[config.mk]
export PLATFORM = sky130hd
export DESIGN_NAME = fetch_stage
export DESIGN_NICKNAME = d
export VERILOG_FILES = /design/src/rtl/fetch_stage.sv
export SDC_FILE = /design/constraint.sdc
export NUM_CORES = 1
export LEC_CHECK = 0
export CAP_MARGIN = 20
export CORE_MARGIN = 5
export CORE_UTILIZATION = 28
export CTS_CLUSTER_SIZE = 24
export DETAILED_ROUTE_END_ITERATION = 7
export DONT_BUFFER_PORTS = 1
export PLACE_DENSITY = 0.52
export SETUP_SLACK_MARGIN = 0.02
export SYNTH_ARGS = -nofsm -noshare
export SYNTH_HDL_FRONTEND = slang
export SYNTH_SLANG_ARGS = --single-unit
[constraint.sdc]
create_clock -name clock -period 22.2 [get_ports clock]
set_input_delay 6.66 -clock clock [delete_from_list [all_inputs] [get_ports clock]]
set_output_delay 6.66 -clock clock [all_outputs]
set_load 0.05 [all_outputs]
[src/rtl/fetch_stage.sv]
// rtl/fetch_stage.sv - fetch PC owner with next-PC selection and a decode-facing fetch queue
module fetch_stage #(
    parameter int              XLEN     = 32,
    parameter int              FQ_DEPTH = 4,
    parameter logic [XLEN-1:0] RESET_PC = '0
) (
    input  logic                        clock,
    input  logic                        reset,
    output logic [XLEN-1:0]             icache_addr,
    output logic                        icache_req,
    input  logic [31:0]                 icache_data,
    input  logic                        icache_valid,
    output logic [XLEN-1:0]             bp_pc,
    input  logic                        bp_predict_taken,
    input  logic [XLEN-1:0]             bp_predict_target,
    input  logic                        ex_redirect,
    input  logic [XLEN-1:0]             ex_redirect_pc,
    input  logic                        dec_ready,
    output logic                        dec_valid,
    output logic [XLEN-1:0]             dec_pc,
    output logic [31:0]                 dec_inst,
    output logic                        dec_pred_taken,
    output logic [XLEN-1:0]             dec_npc,
    output logic [$clog2(FQ_DEPTH):0]   fq_count
);
    localparam int PW = $clog2(FQ_DEPTH);
    localparam int CW = PW + 1;

    logic [XLEN-1:0] pc_q, pc_d;
    logic [PW-1:0]   head_q, head_d;
    logic [PW-1:0]   tail_q, tail_d;
    logic [CW-1:0]   count_q, count_d;

    logic [XLEN-1:0] fq_pc_q    [FQ_DEPTH];
    logic [XLEN-1:0] fq_pc_d    [FQ_DEPTH];
    logic [31:0]     fq_inst_q  [FQ_DEPTH];
    logic [31:0]     fq_inst_d  [FQ_DEPTH];
    logic            fq_taken_q [FQ_DEPTH];
    logic            fq_taken_d [FQ_DEPTH];
    logic [XLEN-1:0] fq_npc_q   [FQ_DEPTH];
    logic [XLEN-1:0] fq_npc_d   [FQ_DEPTH];

    logic            full;
    logic            dequeue;
    logic            accept;
    logic [XLEN-1:0] npc;

    assign full        = (count_q == CW'(FQ_DEPTH));
    assign dec_valid   = (count_q != '0);
    assign dequeue     = dec_valid & dec_ready;
    // A full queue may still fetch when decode drains the head in the same cycle.
    assign icache_req  = !full | dequeue;
    assign accept      = icache_req & icache_valid & !ex_redirect;
    assign npc         = bp_predict_taken ? bp_predict_target : pc_q + XLEN'(4);

    assign icache_addr    = pc_q;
    assign bp_pc          = pc_q;
    assign fq_count       = count_q;
    assign dec_pc         = fq_pc_q[head_q];
    assign dec_inst       = fq_inst_q[head_q];
    assign dec_pred_taken = fq_taken_q[head_q];
    assign dec_npc        = fq_npc_q[head_q];

    always_comb begin
        pc_d       = pc_q;
        head_d     = head_q;
        tail_d     = tail_q;
        count_d    = count_q;
        fq_pc_d    = fq_pc_q;
        fq_inst_d  = fq_inst_q;
        fq_taken_d = fq_taken_q;
        fq_npc_d   = fq_npc_q;

        if (ex_redirect) begin
            // Flush: the queue empties by snapping head onto tail.
            pc_d    = ex_redirect_pc;
            head_d  = tail_q;
            count_d = '0;
        end else begin
            if (accept) begin
                fq_pc_d[tail_q]    = pc_q;
                fq_inst_d[tail_q]  = icache_data;
                fq_taken_d[tail_q] = bp_predict_taken;
                fq_npc_d[tail_q]   = npc;
                tail_d             = tail_q + PW'(1);
                pc_d               = npc;
            end
            if (dequeue) begin
                head_d = head_q + PW'(1);
            end
            case ({accept, dequeue})
                2'b10:   count_d = count_q + CW'(1);
                2'b01:   count_d = count_q - CW'(1);
                default: count_d = count_q;
            endcase
        end
    end

    always_ff @(posedge clock or posedge reset) begin
        if (reset) begin
            pc_q    <= RESET_PC;
            head_q  <= '0;
            tail_q  <= '0;
            count_q <= '0;
            for (int i = 0; i < FQ_DEPTH; i++) begin
                fq_pc_q[i]    <= '0;
                fq_inst_q[i]  <= '0;
                fq_taken_q[i] <= 1'b0;
                fq_npc_q[i]   <= '0;
            end
        end else begin
            pc_q       <= pc_d;
            head_q     <= head_d;
            tail_q     <= tail_d;
            count_q    <= count_d;
            fq_pc_q    <= fq_pc_d;
            fq_inst_q  <= fq_inst_d;
            fq_taken_q <= fq_taken_d;
            fq_npc_q   <= fq_npc_d;
        end
    end
endmodule
==> impl_metrics.csv, run 1 <==
group,metric,value,unit
logic_synthesis,yosys.area.top_type,"dfrtp_1",
worst_setup_path,path_max_fanout,6,
sta,grt_setup_unrepaired,"false",
power_and_ir_drop,total_power,3.86,mW
finish,final_cells,2986,
floorplan,core,71200,µm²
logic_synthesis,synth_cell_type_count,55,
clock_network,ctsLongestPathBuffers,3,
floorplan,die-area,77100,µm²
clock_network,ctsResizeCount,0,
clock_network,clk_latency,0.60,ns
clock_network,clock_sinks,427,
flow_run,max_cap_violations,0,
sta,slew_viol_final,0,
clock_network,root_buffer,"clkbuf_16",
clock_network,hold_buffers,0,
drt,wl_per_cell,23.2,µm
clock_network,cts_tree,"done",
drt,drc,0,
drt,drt_wl_total,69300,µm
floorplan,initial_core_util,0.282,
sta,finalSetupViolCount,0,
sta,fin_tns_setup,0,ns
power_and_ir_drop,internal-power,2.09,mW
sta,worst_slew_pin_slew,1.08,ns
logic_synthesis,yosysSeqAreaShare,0.533,
worst_setup_path,cp_cell_sequence,"nor4b_1 -> inv_1",
finish,area.growth.synth_to_final,12.2,%
finish,final_core_util,0.316,
power_and_ir_drop,swShare,0.459,
sta,holdWs,0.470,ns
drt,vias_per_cell,5.03,
global_route,grt_max_degree,168,
power_and_ir_drop,power_density,171,nW/µm²
sta,fmax,0.0679,GHz
worst_setup_path,worstSetupEndpointType,"primary output",
power_and_ir_drop,p_leak,10.5,nW
drt,drt_iter0_drc,1474,
place,place.gp.congestion,0.788,
place,port-buffer-count,0,
clock_network,postCtsSetupBuffers,0,
drt,firstDrtPassIters,5,
logic_synthesis,synth-main-ff-cell,"dfrtp_1",
sta,period_minus_slack,14.74,ns
sta,fin_skew,0.0229,ns
logic_synthesis,syn_inst,2076,
worst_setup_path,cpMaxStageDelayCell,"nor4b_1",
run_status,status,"finished, final reports clean",
finish,drive_gt1_frac,0.135,
logic_synthesis,synth_top_area_share,0.533,
clock_network,cts.clk_slew.worst_paths,0.05,ns
worst_setup_path,critical_path.max_stage_delay,0.82,ns
worst_setup_path,crit_buf_inv,1,
power_and_ir_drop,clock_power_share,0.217,
worst_setup_path,cp-startpoint,"dec_ready",
worst_setup_path,cp_top_family,"simple AND/OR/NAND/NOR gates",
finish,nFillCells,7261,
logic_synthesis,async_reset_ff_frac,1.00,
floorplan,io-pin-count,268,
power_and_ir_drop,peakVddDrop,0.0912,mV
worst_hold_path,hp-class,"reg -> reg",
global_route,grtUsageTotal,0.176,
worst_setup_path,crit_arrival,8.08,ns
power_and_ir_drop,pwr-share-comb,0.433,
global_route,grt_pass1_wl,104000,µm
finish,nets,2104,
power_and_ir_drop,seqPwrFrac,0.350,
logic_synthesis,synth_area,20100,µm²
power_and_ir_drop,power_switching,1.77,mW
sta,hold_viol,0,
logic_synthesis,avgSynthCellArea,9.66,µm²
drt,ant_nets,0,
place,placedCellCount,2893,
logic_synthesis,synth_enable_flop_cells,0,
floorplan,die_w,278,µm
sta,relSlewSlack,0.279,
drt,vias,15000,
floorplan,fp.dieH,278,µm
clock_network,cts_buffers,50,
worst_setup_path,crit_type,"in -> out",
worst_hold_path,min-delay-start,"fq_pc_q[5]",
global_route,grt_pass1_vias,15200,
logic_synthesis,synth.area.top_cells,"dfrtp_1, nand2_1, mux4_2",
floorplan,fp-row-count,98,
logic_synthesis,synthTopCellsByCount,"nand2_1, dfrtp_1, clkbuf_1",
logic_synthesis,synth_nets,2184,
clock_network,htreeDepth,2,
global_route,grt_overflow,0,
logic_synthesis,post-synth-top-count-cell,"nand2_1",
logic_synthesis,yosysWarnings,0,
worst_setup_path,cp-start-kind,"primary input",
logic_synthesis,ys_ff_latch,427,
place,dp_hpwl,43200,µm
worst_setup_path,r2r-start,"fq_count[0]",
sta,timing.final.crit_share,0.664,
global_route,antenna_found_initial,5,
worst_setup_path,worstPathRequired,15.54,ns
-- flip-flops by register name, summed over array words and instances, names as in the netlist --
signal      count
fq_inst_q     128
fq_pc_q       128
tail_q          2
fq_npc_q      128
fq_taken_q      4
bp_pc          32
fq_count        3
head_q          2
-- per-stage QoR --
stage / worst slack (ns) / cell area (µm²)
after floorplan: 3.65 / 20100
after global placement: 7.46 / 20800
after global routing: 7.33 / 22500
after CTS: 7.45 / 22500
after detailed placement: 7.46 / 20800
final: 7.46 / 22500
-- logic make-up (layout without fill, tap and decap cells) --
logic type / count (synthesis) / count (layout) / share of synthesized area
AOI/OAI and AO/OA: 203 / 203 / 0.0614
other: 0 / 2 / 0
adders and majority gates: 6 / 6 / 0.00412
DFF: 427 / 427 / 0.533
and+or+nand+nor: 1086 / 1086 / 0.215
xor gates and xnor gates: 13 / 13 / 0.00568
buffers and inverters: 197 / 155 / 0.0466
muxes: 144 / 144 / 0.134
-- metal layers --
metal | routed length, µm | GRT usage | up-vias
met5 | 21 | 0 | -
met4 | 1420 | 0.0399 | 4
met3 | 5570 | 0.0445 | 73
met2 | 32400 | 0.282 | 569
met1 | 29900 | 0.242 | 7668
li1 | - | - | 6697
-- path summary, 6_finish.rpt --
path,end,slack [ns],cells after the start
setup / recovery,icache_req,7.46,2
min in group asynchronous,fq_pc_q[56],6.04,1
hold / removal,fq_pc_q[5],0.47,2
setup reg to reg,fq_npc_q[115],18.34,7
hold reg to reg,fq_pc_q[5],0.47,2
max in group asynchronous,fq_inst_q[27],13.81,3
-- placed cells by master, fill, tap and decap left out, drive strengths merged, types with 5 or more instances in the layout --
master	count
mux2i	19
nor3	16
clkbuf	72
mux2	28
a31oi	10
nor2	77
xnor2	9
buf	51
nor4	6
nand2	921
nand4	6
nand3	16
dfrtp	427
ha	5
a221o	5
or3	11
inv	15
o211ai	6
mux4	97
a22o	17
or4	7
clkinv	12
and3	9
o31ai	11
and4	7
a21oi	49
o21ai	82
-- power by group through the flow --
stage | clock, mW | sequential (mW) | combinational, mW
after global routing | 0.894 | 1.39 | 1.79
after global placement | 0 | 1.34 | 1.67
after floorplan | 0 | 1.30 | 1.40
after CTS | 0.865 | 1.35 | 1.70
after detailed placement | 0 | 1.36 | 1.70
final | 0.839 | 1.35 | 1.67
-- final cells by class --
| class | count | area (µm²) | area share |
|---|---|---|---|
| diodes | 2 | 5.00 | 0.000222 |
| clock buffers | 72 | 1430 | 0.0637 |
| clock inverters | 18 | 223 | 0.00989 |
| inverters | 14 | 60.1 | 0.00267 |
| multi-input cells | 1452 | 8490 | 0.377 |
| flip-flops and latches | 427 | 10700 | 0.475 |
| well taps | 950 | 1190 | 0.0528 |
| repair buffers | 51 | 415 | 0.0185 |
No activity file was read; power rests on OpenSTA's default activity.
==> run 2, diff against run 1 <==
Settings changed: PLACE_DENSITY 0.52 to 0.54.
Clock period 22.2 ns to 12.13 ns, I/O delays scaled along.
==> impl_metrics.csv, run 2 (same netlist as run 1, synthesis figures left out) <==
group,metric,value,unit
worst_setup_path,cp_top_family,"simple AND/OR/NAND/NOR gates",
finish,final_cells,2990,
clock_network,ctsResizeCount,0,
global_route,grt_pass1_wl,103000,µm
sta,period_minus_slack,8.33,ns
drt,drc,0,
finish,drive_gt1_frac,0.138,
finish,multiInputGateArea,8480,µm²
worst_setup_path,critical_path.max_stage_delay,0.55,ns
global_route,antenna_found_initial,7,
clock_network,ctsLongestPathBuffers,3,
clock_network,cts_tree,"done",
worst_setup_path,path_max_fanout,6,
clock_network,htreeDepth,2,
sta,worst_slew_pin_slew,1.05,ns
power_and_ir_drop,power_density,312,nW/µm²
run_status,status,"finished, final reports clean",
global_route,grt_pass1_vias,15600,
global_route,grtUsageTotal,0.175,
drt,vias_per_cell,5.03,
global_route,grt_max_degree,169,
drt,wl_per_cell,22.8,µm
floorplan,fp-row-count,98,
sta,grt_setup_unrepaired,"false",
finish,final_cell_mix,"nand2_1, dfrtp_1, mux4_2",
finish,nets,2104,
place,port-buffer-count,0,
sta,fin_skew,0.0383,ns
clock_network,cts_buffers,50,
place,dp_hpwl,42900,µm
finish,final_common_cell,"nand2_1",
floorplan,die_w,278,µm
drt,ant_nets,0,
sta,fmax,0.120,GHz
clock_network,cts.clk_slew.worst_paths,0.05,ns
sta,holdWs,0.467,ns
clock_network,clk_latency,0.61,ns
sta,hold_viol,0,
sta,finalSetupViolCount,0,
worst_setup_path,worstPathRequired,8.49,ns
clock_network,hold_buffers,0,
global_route,grt_overflow,0,
floorplan,die-area,77100,µm²
sta,slew_viol_final,0,
worst_hold_path,hp-class,"reg -> reg",
sta,relSlewSlack,0.298,
worst_setup_path,crit_arrival,4.69,ns
drt,firstDrtPassIters,5,
floorplan,io-pin-count,268,
sta,timing.final.crit_share,0.687,
power_and_ir_drop,p_leak,10.5,nW
worst_setup_path,cpMaxStageDelayCell,"nor4b_1",
clock_network,root_buffer,"clkbuf_16",
floorplan,initial_core_util,0.282,
worst_setup_path,worstSetupEndpointType,"primary output",
finish,seq_area,10700,µm²
drt,drt_iter0_drc,1273,
worst_setup_path,cp-start-kind,"primary input",
floorplan,fp.dieH,278,µm
drt,drt_wl_total,68300,µm
floorplan,core,71200,µm²
finish,top_regs,"fq_inst_q x128, fq_npc_q x128, fq_pc_q x128",
worst_setup_path,cp_cell_sequence,"nor4b_1 -> inv_1",
clock_network,clock_sinks,427,
sta,fin_ws,3.80,ns
power_and_ir_drop,total_power,7.04,mW
finish,nFillCells,7226,
drt,vias,15000,
power_and_ir_drop,peakVddDrop,0.124,mV
worst_setup_path,crit_buf_inv,1,
clock_network,postCtsSetupBuffers,0,
worst_setup_path,crit_type,"in -> out",
place,place_ws,3.80,ns
flow_run,max_cap_violations,0,
place,place.gp.congestion,0.783,
finish,area.growth.synth_to_final,12.4,%
sta,fin_tns_setup,0,ns
place,placedCellCount,2893,
run 2: per-stage QoR:
stage | cell area, µm² | utilization
floorplan | 20100 | -
global placement | 20800 | 0.292
detailed placement | 20800 | 0.292
CTS | 22500 | 0.316
global route | 22500 | 0.316
finish | 22500 | 0.316
run 2: worst paths after layout:
| kind | start | to | slack [ns] | cells past startpoint |
|---|---|---|---|---|
| worst max-delay path | dec_ready | icache_req | 3.80 | 2 |
| worst min-delay path | fq_pc_q[48] | fq_pc_q[48] | 0.47 | 2 |
| worst max register to register | fq_count[0] | fq_npc_q[93] | 8.51 | 7 |
| worst min register to register | fq_pc_q[48] | fq_pc_q[48] | 0.47 | 2 |
| max in group asynchronous | reset | fq_npc_q[36] | 7.03 | 4 |
| min in group asynchronous | reset | fq_pc_q[106] | 3.07 | 1 |
run 2: report_power, final:
part,switching (mW),internal [mW],total (mW)
registers,0.424,2.06,2.48
logic,2.17,0.853,3.03
clock network,0.633,0.899,1.53
total,3.23,3.81,7.04
run 2: worst min-delay path, delay by kind of cell (launching register included):
kind / cells / cell delay, ns
flops: 1 / 0.33
simple gates: 2 / 0.10
run 2: layout make-up:
type | count | share of cell area
clock buffers | 67 | 0.0619
inverters | 14 | 0.00250
well taps | 950 | 0.0527
flip-flops and latches | 427 | 0.474
clock inverters | 25 | 0.0125
repair buffers | 51 | 0.0190
multi-input cells | 1452 | 0.376
diodes | 4 | 0.000444
run 2: metal layers:
metal  vias up  wire [µm]  GRT usage
met3       111       6220     0.0537
li1       6701          -          -
met2       604      32100      0.284
met1      7602      28100      0.229
met5         -         65          0
met4         8       1800     0.0481
